<file path="config.mk">
export PLATFORM = sky130hd
export DESIGN_NAME = mem_port_arbiter
export DESIGN_NICKNAME = d
export VERILOG_FILES = /design/src/rtl/mem_port_arbiter.sv
export SDC_FILE = /design/constraint.sdc
export NUM_CORES = 1
export LEC_CHECK = 0
export ABC_AREA = 1
export CAP_MARGIN = 20
export CELL_PAD_IN_SITES_DETAIL_PLACEMENT = 1
export CELL_PAD_IN_SITES_GLOBAL_PLACEMENT = 1
export CORE_UTILIZATION = 13
export CTS_CLUSTER_SIZE = 25
export DETAILED_ROUTE_END_ITERATION = 8
export GPL_TIMING_DRIVEN = 0
export HOLD_SLACK_MARGIN = 0.02
export PLACE_DENSITY_LB_ADDON = 0.3
export SLEW_MARGIN = 20
export SYNTH_ARGS = -nofsm -noshare
export SYNTH_HDL_FRONTEND = slang
export SYNTH_SLANG_ARGS = --single-unit
</file>
<file path="constraint.sdc">
create_clock -name clk -period 1.25 [get_ports clk]
set_input_delay 0.1875 -clock clk [delete_from_list [all_inputs] [get_ports clk]]
set_output_delay 0.1875 -clock clk [all_outputs]
set_load 0.05 [all_outputs]
</file>
<file path="src/rtl/mem_port_arbiter.sv">
// Shares one RAM port between instruction fetch (read-only) and load/store.
// Load/store has priority; a starvation counter guarantees fetch progress.
module mem_port_arbiter #(
    parameter int ADDR_W   = 11,
    parameter int DATA_W   = 32,
    parameter int READ_LAT = 1,
    parameter int MAX_WAIT = 3
) (
    input  logic              clk,
    input  logic              rst_n,
    input  logic              if_req,
    input  logic [ADDR_W-1:0] if_addr,
    output logic              if_gnt,
    output logic              if_rvalid,
    output logic [DATA_W-1:0] if_rdata,
    input  logic              ls_req,
    input  logic              ls_we,
    input  logic [ADDR_W-1:0] ls_addr,
    input  logic [DATA_W-1:0] ls_wdata,
    output logic              ls_gnt,
    output logic              ls_rvalid,
    output logic [DATA_W-1:0] ls_rdata,
    output logic [ADDR_W-1:0] ram_addr,
    output logic [DATA_W-1:0] ram_wdata,
    output logic              ram_w_en,
    input  logic [DATA_W-1:0] ram_rdata
);

    // Handshake: a requester holds req/addr (and we/wdata) stable until it
    // sees gnt high in the same cycle; it may present a new request the next
    // cycle, so one access issues per cycle and reads can run back-to-back.

    typedef enum logic {
        LS_PRI = 1'b0,
        IF_PRI = 1'b1
    } pri_t;

    localparam logic [4:0] MAX_WAIT_C = 5'(MAX_WAIT);

    pri_t        pri_q, pri_d;
    logic [3:0]  wait_q, wait_d;
    logic        if_win, ls_win, rd_issue, if_denied;

    logic [READ_LAT-1:0] pv_q;
    logic [READ_LAT-1:0] pt_q;
    logic                rsp_valid, rsp_tag;

    always_comb begin
        if_win    = rst_n && if_req && (!ls_req || pri_q == IF_PRI);
        ls_win    = rst_n && ls_req && !if_win;
        if_denied = if_req && !if_win;
        rd_issue  = if_win || (ls_win && !ls_we);
    end

    assign if_gnt = if_win;
    assign ls_gnt = ls_win;

    always_comb begin
        ram_addr  = '0;
        ram_wdata = '0;
        ram_w_en  = 1'b0;
        if (if_win) begin
            ram_addr = if_addr;
        end else if (ls_win) begin
            ram_addr = ls_addr;
            if (ls_we) begin
                ram_wdata = ls_wdata;
                ram_w_en  = 1'b1;
            end
        end
    end

    // Priority FSM: fetch takes priority after MAX_WAIT consecutive denials,
    // and gives it back as soon as it is served or stops asking.
    always_comb begin
        pri_d  = pri_q;
        wait_d = 4'd0;
        if (if_denied) begin
            wait_d = (wait_q == 4'hF) ? wait_q : wait_q + 4'd1;
        end
        case (pri_q)
            LS_PRI: begin
                if (if_denied && ({1'b0, wait_q} + 5'd1 == MAX_WAIT_C)) begin
                    pri_d = IF_PRI;
                end
            end
            IF_PRI: begin
                if (if_win || !if_req) begin
                    pri_d = LS_PRI;
                end
            end
            default: pri_d = LS_PRI;
        endcase
    end

    always_ff @(posedge clk or negedge rst_n) begin
        if (!rst_n) begin
            pri_q  <= LS_PRI;
            wait_q <= 4'd0;
        end else begin
            pri_q  <= pri_d;
            wait_q <= wait_d;
        end
    end

    // Read tag pipeline: tag 0 = fetch, 1 = load; advances every cycle.
    always_ff @(posedge clk or negedge rst_n) begin
        if (!rst_n) begin
            pv_q <= '0;
            pt_q <= '0;
        end else begin
            pv_q[0] <= rd_issue;
            pt_q[0] <= ls_win;
            for (int i = 1; i < READ_LAT; i++) begin
                pv_q[i] <= pv_q[i-1];
                pt_q[i] <= pt_q[i-1];
            end
        end
    end

    assign rsp_valid = pv_q[READ_LAT-1];
    assign rsp_tag   = pt_q[READ_LAT-1];

    always_comb begin
        if_rvalid = rsp_valid && !rsp_tag;
        ls_rvalid = rsp_valid && rsp_tag;
        if_rdata  = if_rvalid ? ram_rdata : '0;
        ls_rdata  = ls_rvalid ? ram_rdata : '0;
    end

endmodule

</file>
# --- After elaboration in Yosys (flattened, before gate mapping) ---
# Index checks and enable logic that the tools add are counted.
totals:
  reg_bits: 7
classes:
  addsub: 2
  eq_ne: 3
  n_mux: 15
  bitwise_logic: 1
  reduce_logical: 17
op_table:
  columns: ["cell", "n"]
  rows:
  - ["32-bit 2-to-1 mux", 5]
  - ["11-bit 2-to-1 mux", 2]
  - ["1-bit logical AND", 9]
  - ["4-bit 2-to-1 mux", 2]
  - ["4-bit by 1-bit adder with 5-bit output (second input constant)", 1]
  - ["5-bit by 2-bit == test with 1-bit output (second input constant)", 1]
  - ["1-bit zero test", 5]
  - ["1-bit 2-to-1 mux", 5]
  - ["4-bit by 1-bit adder with 4-bit output (second input constant)", 1]
  - ["4-bit == test (second input constant)", 1]
  - ["1-bit logical OR", 3]
  - ["2-bit inequality test (second input constant)", 1]
  - ["1-bit case mux with 2 select lines", 1]
  - ["1-bit inverter", 1]

# --- Depth between registers and ports, before layout ---
# Gate-level depths: netlist (run 1).
depth:
  word_depth: 8
  depth_mapped: 8

# --- Worst setup path after synthesis (run 1) ---
# No wires, ideal clock.
synth_path:
  kind: "reg-to-output"
  startpoint: "register pt_q"
  endpoint: "output if_rdata[10]"
  t_arrival_ns: 2.122
  t_required_ns: 1.062
  setup_slack_ns: -1.060
  stages_incl_launch_ff: 5
  n_path_buf: 1
  cell_sequence: "dfrtp_1 > nor2_1 > inv_1 > buf_2 > nor2_1"
synth_via:
  elab_chain_len: 3
synth_lines:
  columns: ["element", "line_no", "rtl"]
  rows:
  - ["start: declaration", "45", "logic [READ_LAT-1:0] pt_q;"]
  - ["start signal: indexed assignment", "116", "pt_q[i] <= pt_q[i-1];"]
  - ["1-bit zero test", "125", "if_rvalid = rsp_valid && !rsp_tag;"]
  - ["1-bit logical AND", "125", null]
  - ["named net if_rvalid", "14", "output logic if_rvalid,"]
  - ["32-bit 2-to-1 mux", "127", "if_rdata = if_rvalid ? ram_rdata : '0;"]
  - ["end: declaration", "15", "output logic [DATA_W-1:0] if_rdata,"]
# The timed path passes the listed nets, and every way through them passes these cells.

# --- Worst setup path after layout (run 1) ---
layout_path:
  startpoint: "register pt_q"
  endpoint: "output if_rdata[2]"
layout_via:
  elab_chain_len: 3
layout_lines:
  columns: ["element", "line_no"]
  rows:
  - ["1-bit zero test", "125"]
  - ["1-bit logical AND", "125"]
  - ["32-bit 2-to-1 mux", "127"]
# Every way passes these cells.

==> results of run 1 <==
-- repair_timing --
item / 4_1_cts / 5_1_grt
endpoints found under the hold margin: 7 / 0
pin swaps: 8 / 27
setup buffers: 21 / 24
endpoints found under the setup margin: 118 / 115
resized for setup: 816 / 117
hold buffers: 1 / 0
cloned: 5 / 1
-- metrics by stage --
stage | power [W] | instance area [um^2] | std cells | setup WS [ns] | util
3_3_place_gp | 0.001833 | 4363 | 596 | -1.542 | 0.4226
2_1_floorplan | 0.001251 | 2181 | 259 | -0.2165 | -
4_1_cts | 0.002446 | 5022 | 627 | -0.5472 | 0.4865
5_1_grt | 0.002744 | 5528 | 646 | -0.5857 | 0.5355
6_report | 0.002618 | 5528 | 646 | -0.4937 | 0.5355
3_5_place_dp | 0.001856 | 4363 | 596 | -1.539 | 0.4226
-- final cells by class --
type / count / share of cell area
tap: 136 / 0.03078
inverter: 46 / 0.03463
clock buffer: 4 / 0.008148
timing repair buffer: 251 / 0.5459
buffer: 11 / 0.02739
multi-input combinational: 191 / 0.3210
sequential: 7 / 0.03214
-- final timing paths --
path	startpoint	to	slack, ns
max	pt_q$_DFF_PN0_	if_rdata[2]	-0.49
min	ls_we	pv_q$_DFF_PN0_	0.26
max reg2reg	wait_q[1]$_DFFE_PN0P_	wait_q[1]$_DFFE_PN0P_	0.06
min reg2reg	pri_q$_DFF_PN0_	pri_q$_DFF_PN0_	0.52
max in group asynchronous	rst_n	pt_q$_DFF_PN0_	0.42
min in group asynchronous	rst_n	pri_q$_DFF_PN0_	0.56
-- cell families after synthesis --
family / Yosys count
simple gates: 185
buf+inv: 61
flops: 7
compound gates: 3
fa+ha+maj: 2
xor+xnor: 1
-- critical path, cell delays in order (launching register included) --
cell      delay [ns]
dfrtp_2         0.42
nor2_4          0.16
clkinv_4        0.09
buf_12          0.14
buf_12          0.14
buf_12          0.13
nor2_4          0.10
buf_6           0.17
-- cell usage in the layout, fill, tap and decap left out, drive strengths merged --
cell type        n
ha               2
clkinv           1
clkinvlp         1
clkdlybuf4s15    1
dfrtp            7
a31oi            1
inv             44
nand3            5
clkbuf           9
dlygate4sd3      1
nand2           76
clkdlybuf4s50   86
nor2           103
nand4            1
buf            167
xor2             1
o21ai            2
dlygate4sd2      2
-- sequential cells by signal, indices dropped and copies added (netlist names) --
| name | flops |
|---|---|
| pri_q | 1 |
| pt_q | 1 |
| wait_q | 4 |
| pv_q | 1 |
-- where the power goes --
part | internal (W) | leakage (nW) | switching, W
combinational | 0.000940 | 2.23 | 0.00109
sequential | 0.000243 | 0.0908 | 0.0000169
clock | 0.000221 | 0.0228 | 0.000106
total | 0.00140 | 2.35 | 0.00121
-- per-layer routing --
| metal | GRT usage | wire (um) |
|---|---|---|
| met5 | 0 | 0 |
| met4 | 0.02414 | 72 |
| met2 | 0.3073 | 5450 |
| met1 | 0.1462 | 2986 |
| met3 | 0.05133 | 1038 |
==> impl_metrics.yaml, run 1 <==
min_path:
  min_path_cells: 2
  hold_path.class: "in2reg"
yosys:
  netlist_area_mm2: 0.001388
  avgSynthCellArea_um2: 5.357
  synth-async-reset-ratio: 1.000
  synth.top_cell.area_share: 0.2056
  synth_compound_area_frac: 0.01172
  synth_common_cells: "76 x nand2_1, 72 x nor2_1, 44 x inv_1, 16 x nor2_2, 14 x nor2_4"
  synthFlopType: "dfrtp_1"
  yosys.area_share.simple: 0.6267
  synthAdderAreaFrac: 0.01803
  ys_ff_latch: 7
  synth_area_leaders: "nand2_1 21%, nor2_1 19%, dfrtp_1 13%, inv_1 12%, nor2_4 11%"
  ys_seq_area_frac: 0.1262
  synth_top_cell_by_area: "nand2_1"
  ys_warn_count: 0
  synth.most_common_cell: "nand2_1"
  muxShareOfSynthArea: 0
  synthCells: 259
  synth-edff-count: 0
  synth_nets: 352
  synth_cell_types: 21
  synth_xor_area_frac: 0.006312
  synth_top_family_by_area: "simple AND/OR/NAND/NOR gates"
global_route:
  grt_pass1_wl_um: 13620
  antenna_found_initial: 0
  first_global_vias: 2764
  grt_use_total: 0.1511
  grt_max_degree: 11
  grt.overflow.total: 0
floorplanning:
  initial_core_util: 0.1344
  die_w_um: 105.3
  row_count: 37
  core_area_mm2: 0.01032
  ios: 203
  dieArea_mm2: 0.01109
  die_h_um: 105.3
finish:
  antenna_cells: 0
  regArea_um2: 177.7
  num-fill-cells: 1110
  multiInputGateArea_mm2: 0.001774
  syn2layout_area_growth_pct: 298.4
  drive_gt1_frac: 0.6039
  finalNetCount: 604
detailed_routing:
  wl_per_cell_um: 14.78
  wl_um: 9547
  vias: 2574
  drt_iter0_markers: 49
  viasPerCell: 3.985
  firstDrtPassIters: 2
  drc: 0
  ant_nets: 0
power:
  p_leak_nw: 2.346
  pwr_density_cell_mw_per_mm2: 473.6
  ir_drop_uv: 207.6
clock_network:
  insertion_delay_ns: 0.23
  clockRootBuffer: "clkbuf_8"
  cts_tree: "yes"
  cts_max_level: 1
  clkSinkCount: 7
  clk_pin_slew_ns: 0.04
  numCtsBuffers: 3
  cts_buffer_depth: 2
sta:
  finalHoldViolCount: 0
  rsz0062_at_grt: "true"
  post-route-period-util: 1.395
  setup_viol: 111
  fin_ws_ns: -0.4937
  finClkSkew_ns: 0.001192
  slew_violations: 0
  timing.hold.ws_ns: 0.2634
  fin_crit_ns: 1.744
  tightestPinTransition_ns: 0.4813
  setup_tns_ns: -41.49
  max_slew_margin: 0.6792
  max_freq_mhz: 573.5
setup_path:
  reg2regPathDepth: 7
  path_max_fanout: 6
  setup.worst_path.end_class: "primary output"
  start_kind: "flop"
  critical_path_required_ns: 1.06
  arrival_ns: 1.56
  path_class: "reg2out"
status:
  violations: "negative setup slack"
  status: "complete, but fails checks"
run:
  max-cap-violations: 0
placement:
  hpwl_um: 6601
  port_buffers: 201
  gp_congestion: 0.7435
Note: power is estimated with default switching activity, not from simulation.
==> run 2, diff against run 1 <==
clock period = 1.8 ns   (was 1.25 ns; I/O delays follow)
==> impl_metrics.yaml, run 2 (synthesized netlist as in run 1, its figures left out) <==
status:
  status: "finished, final reports clean"
finish:
  final_util: 0.3512
  syn2layout_area_growth_pct: 161.3
  largest_register_ffs: 4
  top_register: "wait_q"
  design_area_mm2: 0.003626
  layout_commonest_cell: "clkdlybuf4s50_1"
  drive_gt1_frac: 0.4183
  mostFrequentLayoutCells: "86 x clkdlybuf4s50_1, 75 x nand2_1, 62 x buf_2, 43 x inv_1, 41 x nor2_1"
  finalNetCount: 565
  num-fill-cells: 1312
clock_network:
  cts_buffer_depth: 2
  clkSinkCount: 7
  cts_tree: "yes"
  cts_max_level: 1
  clk_pin_slew_ns: 0.04
  insertion_delay_ns: 0.23
  numCtsBuffers: 3
  clockRootBuffer: "clkbuf_8"
floorplanning:
  core_area_mm2: 0.01032
  die_h_um: 105.3
  dieArea_mm2: 0.01109
  initial_core_util: 0.1344
  ios: 203
  die_w_um: 105.3
  row_count: 37
sta:
  setup_viol: 0
  finClkSkew_ns: 0.003283
  rsz0062_at_grt: "true"
  post-route-period-util: 0.9769
  max_freq_mhz: 568.7
  tightestPinTransition_ns: 0.5298
  fin_ws_ns: 0.04151
  slew_violations: 0
  max_slew_margin: 0.6482
  fin_crit_ns: 1.758
  finalHoldViolCount: 0
global_route:
  grt_use_total: 0.1267
  first_global_vias: 2394
  antenna_found_initial: 1
  grt_pass1_wl_um: 11520
  grt_max_degree: 12
  grt.overflow.total: 0
detailed_routing:
  firstDrtPassIters: 4
  viasPerCell: 3.850
  vias: 2341
  wl_met2_um: 3707
  highest_layer: "met4"
  drc: 0
  wl_per_cell_um: 12.06
  wl_um: 7335
  ant_nets: 0
  wl_met3_um: 996
  wl_met1_um: 2518
  drt_iter0_markers: 75
setup_path:
  path_cells: "inv_1, nand2_1, nand3_2, inv_4, nor2_8, inv_8, buf_12, nor2_2, buf_6"
  crit_slowest_cell: "dfrtp_1"
  arrival_ns: 1.49
  setup.worst_path.end_class: "primary output"
  critical-path-max-stage-delay_ns: 0.37
  path_max_fanout: 10
  path_class: "reg2out"
  start_kind: "flop"
  critical_path_required_ns: 1.53
power:
  p_leak_nw: 1.890
  pwr_density_cell_mw_per_mm2: 372.1
  ir_drop_uv: 125.7
  power_w: 0.001349
placement:
  pre_cts_slack_ns: -1.113
  placed_cell_area_mm2: 0.003652
  hpwl_um: 6211
  port_buffers: 201
  gp_congestion: 0.7208
run:
  max-cap-violations: 0
min_path:
  hold_path.class: "in2reg"
## run 2: cell count changes in the layout (fill, tap and decap cells not counted), moves of 5 or more
cell | previous run | this run
buf_12 | 17 | 3
buf_2 | 1 | 62
buf_4 | 8 | 13
buf_6 | 87 | 27
buf_8 | 53 | 11
nand2_1 | 50 | 75
nand2_2 | 7 | 1
nand2_4 | 10 | 0
nand2_8 | 9 | 0
nor2_1 | 5 | 41
nor2_2 | 0 | 35
nor2_4 | 97 | 26
## run 2: worst paths after layout
path                                  startpoint                    end  slack (ns)  depth (start not counted)
min reg2reg                      pri_q$_DFF_PN0_        pri_q$_DFF_PN0_        0.50                          2
min in group asynchronous                  rst_n  wait_q[2]$_DFFE_PN0P_        0.63                          2
min                                        ls_we         pv_q$_DFF_PN0_        0.35                          2
max reg2reg                wait_q[1]$_DFFE_PN0P_  wait_q[1]$_DFFE_PN0P_        0.60                          5
max                              pri_q$_DFF_PN0_          ram_wdata[27]        0.04                          9
max in group asynchronous                  rst_n         pt_q$_DFF_PN0_        0.91                          2
## run 2: final cells by class
cell class	count	area (um^2)	area share
inverter	46	182.7	0.05038
sequential	7	175.2	0.04831
antenna	1	2.502	0.0006901
buffer	14	131.4	0.03623
multi-input combinational	191	1060	0.2923
tap	136	170.2	0.04693
clock buffer	4	45.04	0.01242
timing repair buffer	209	1859	0.5128
## run 2: per-stage QoR
step / hold WS, ns / setup TNS, ns / cells
after global placement: 0.4940 / -63.93 / 596
after detailed placement: 0.4972 / -65.21 / 596
after floorplan: -0.02559 / 0 / 259
after global routing: 0.3674 / -0.7566 / 608
after CTS: 0.3565 / -0.3766 / 606
final: 0.3463 / 0 / 608
## run 2: metal layers
layer	vias up	track usage
met5	-	0
li1	1154	-
met4	0	0.03521
met3	10	0.03711
met1	1028	0.1335
met2	149	0.2415
## run 2: critical path: cells and delay by family, from the launching register on
kind,cells,cell delay (ns)
AND/OR/NAND/NOR,4,0.38
flip-flops,1,0.37
buffers and inverters,5,0.51
## run 2: power by group
| group | leakage, nW | switching [W] | internal, W |
|---|---|---|---|
| Clock | 0.0228 | 0.0000682 | 0.000153 |
| Sequential | 0.0934 | 0.0000101 | 0.000168 |
| Combinational | 1.77 | 0.000574 | 0.000375 |
## run 2: timing repair
action | 4_1_cts | 5_1_grt
resized for setup | 551 | 111
setup endpoints to repair | 112 | 79
gates cloned | 1 | 1
buffers inserted | 4 | 1
endpoints found under the hold margin | 7 | 0
pin swaps | 2 | 2
hold buffers | 1 | 0
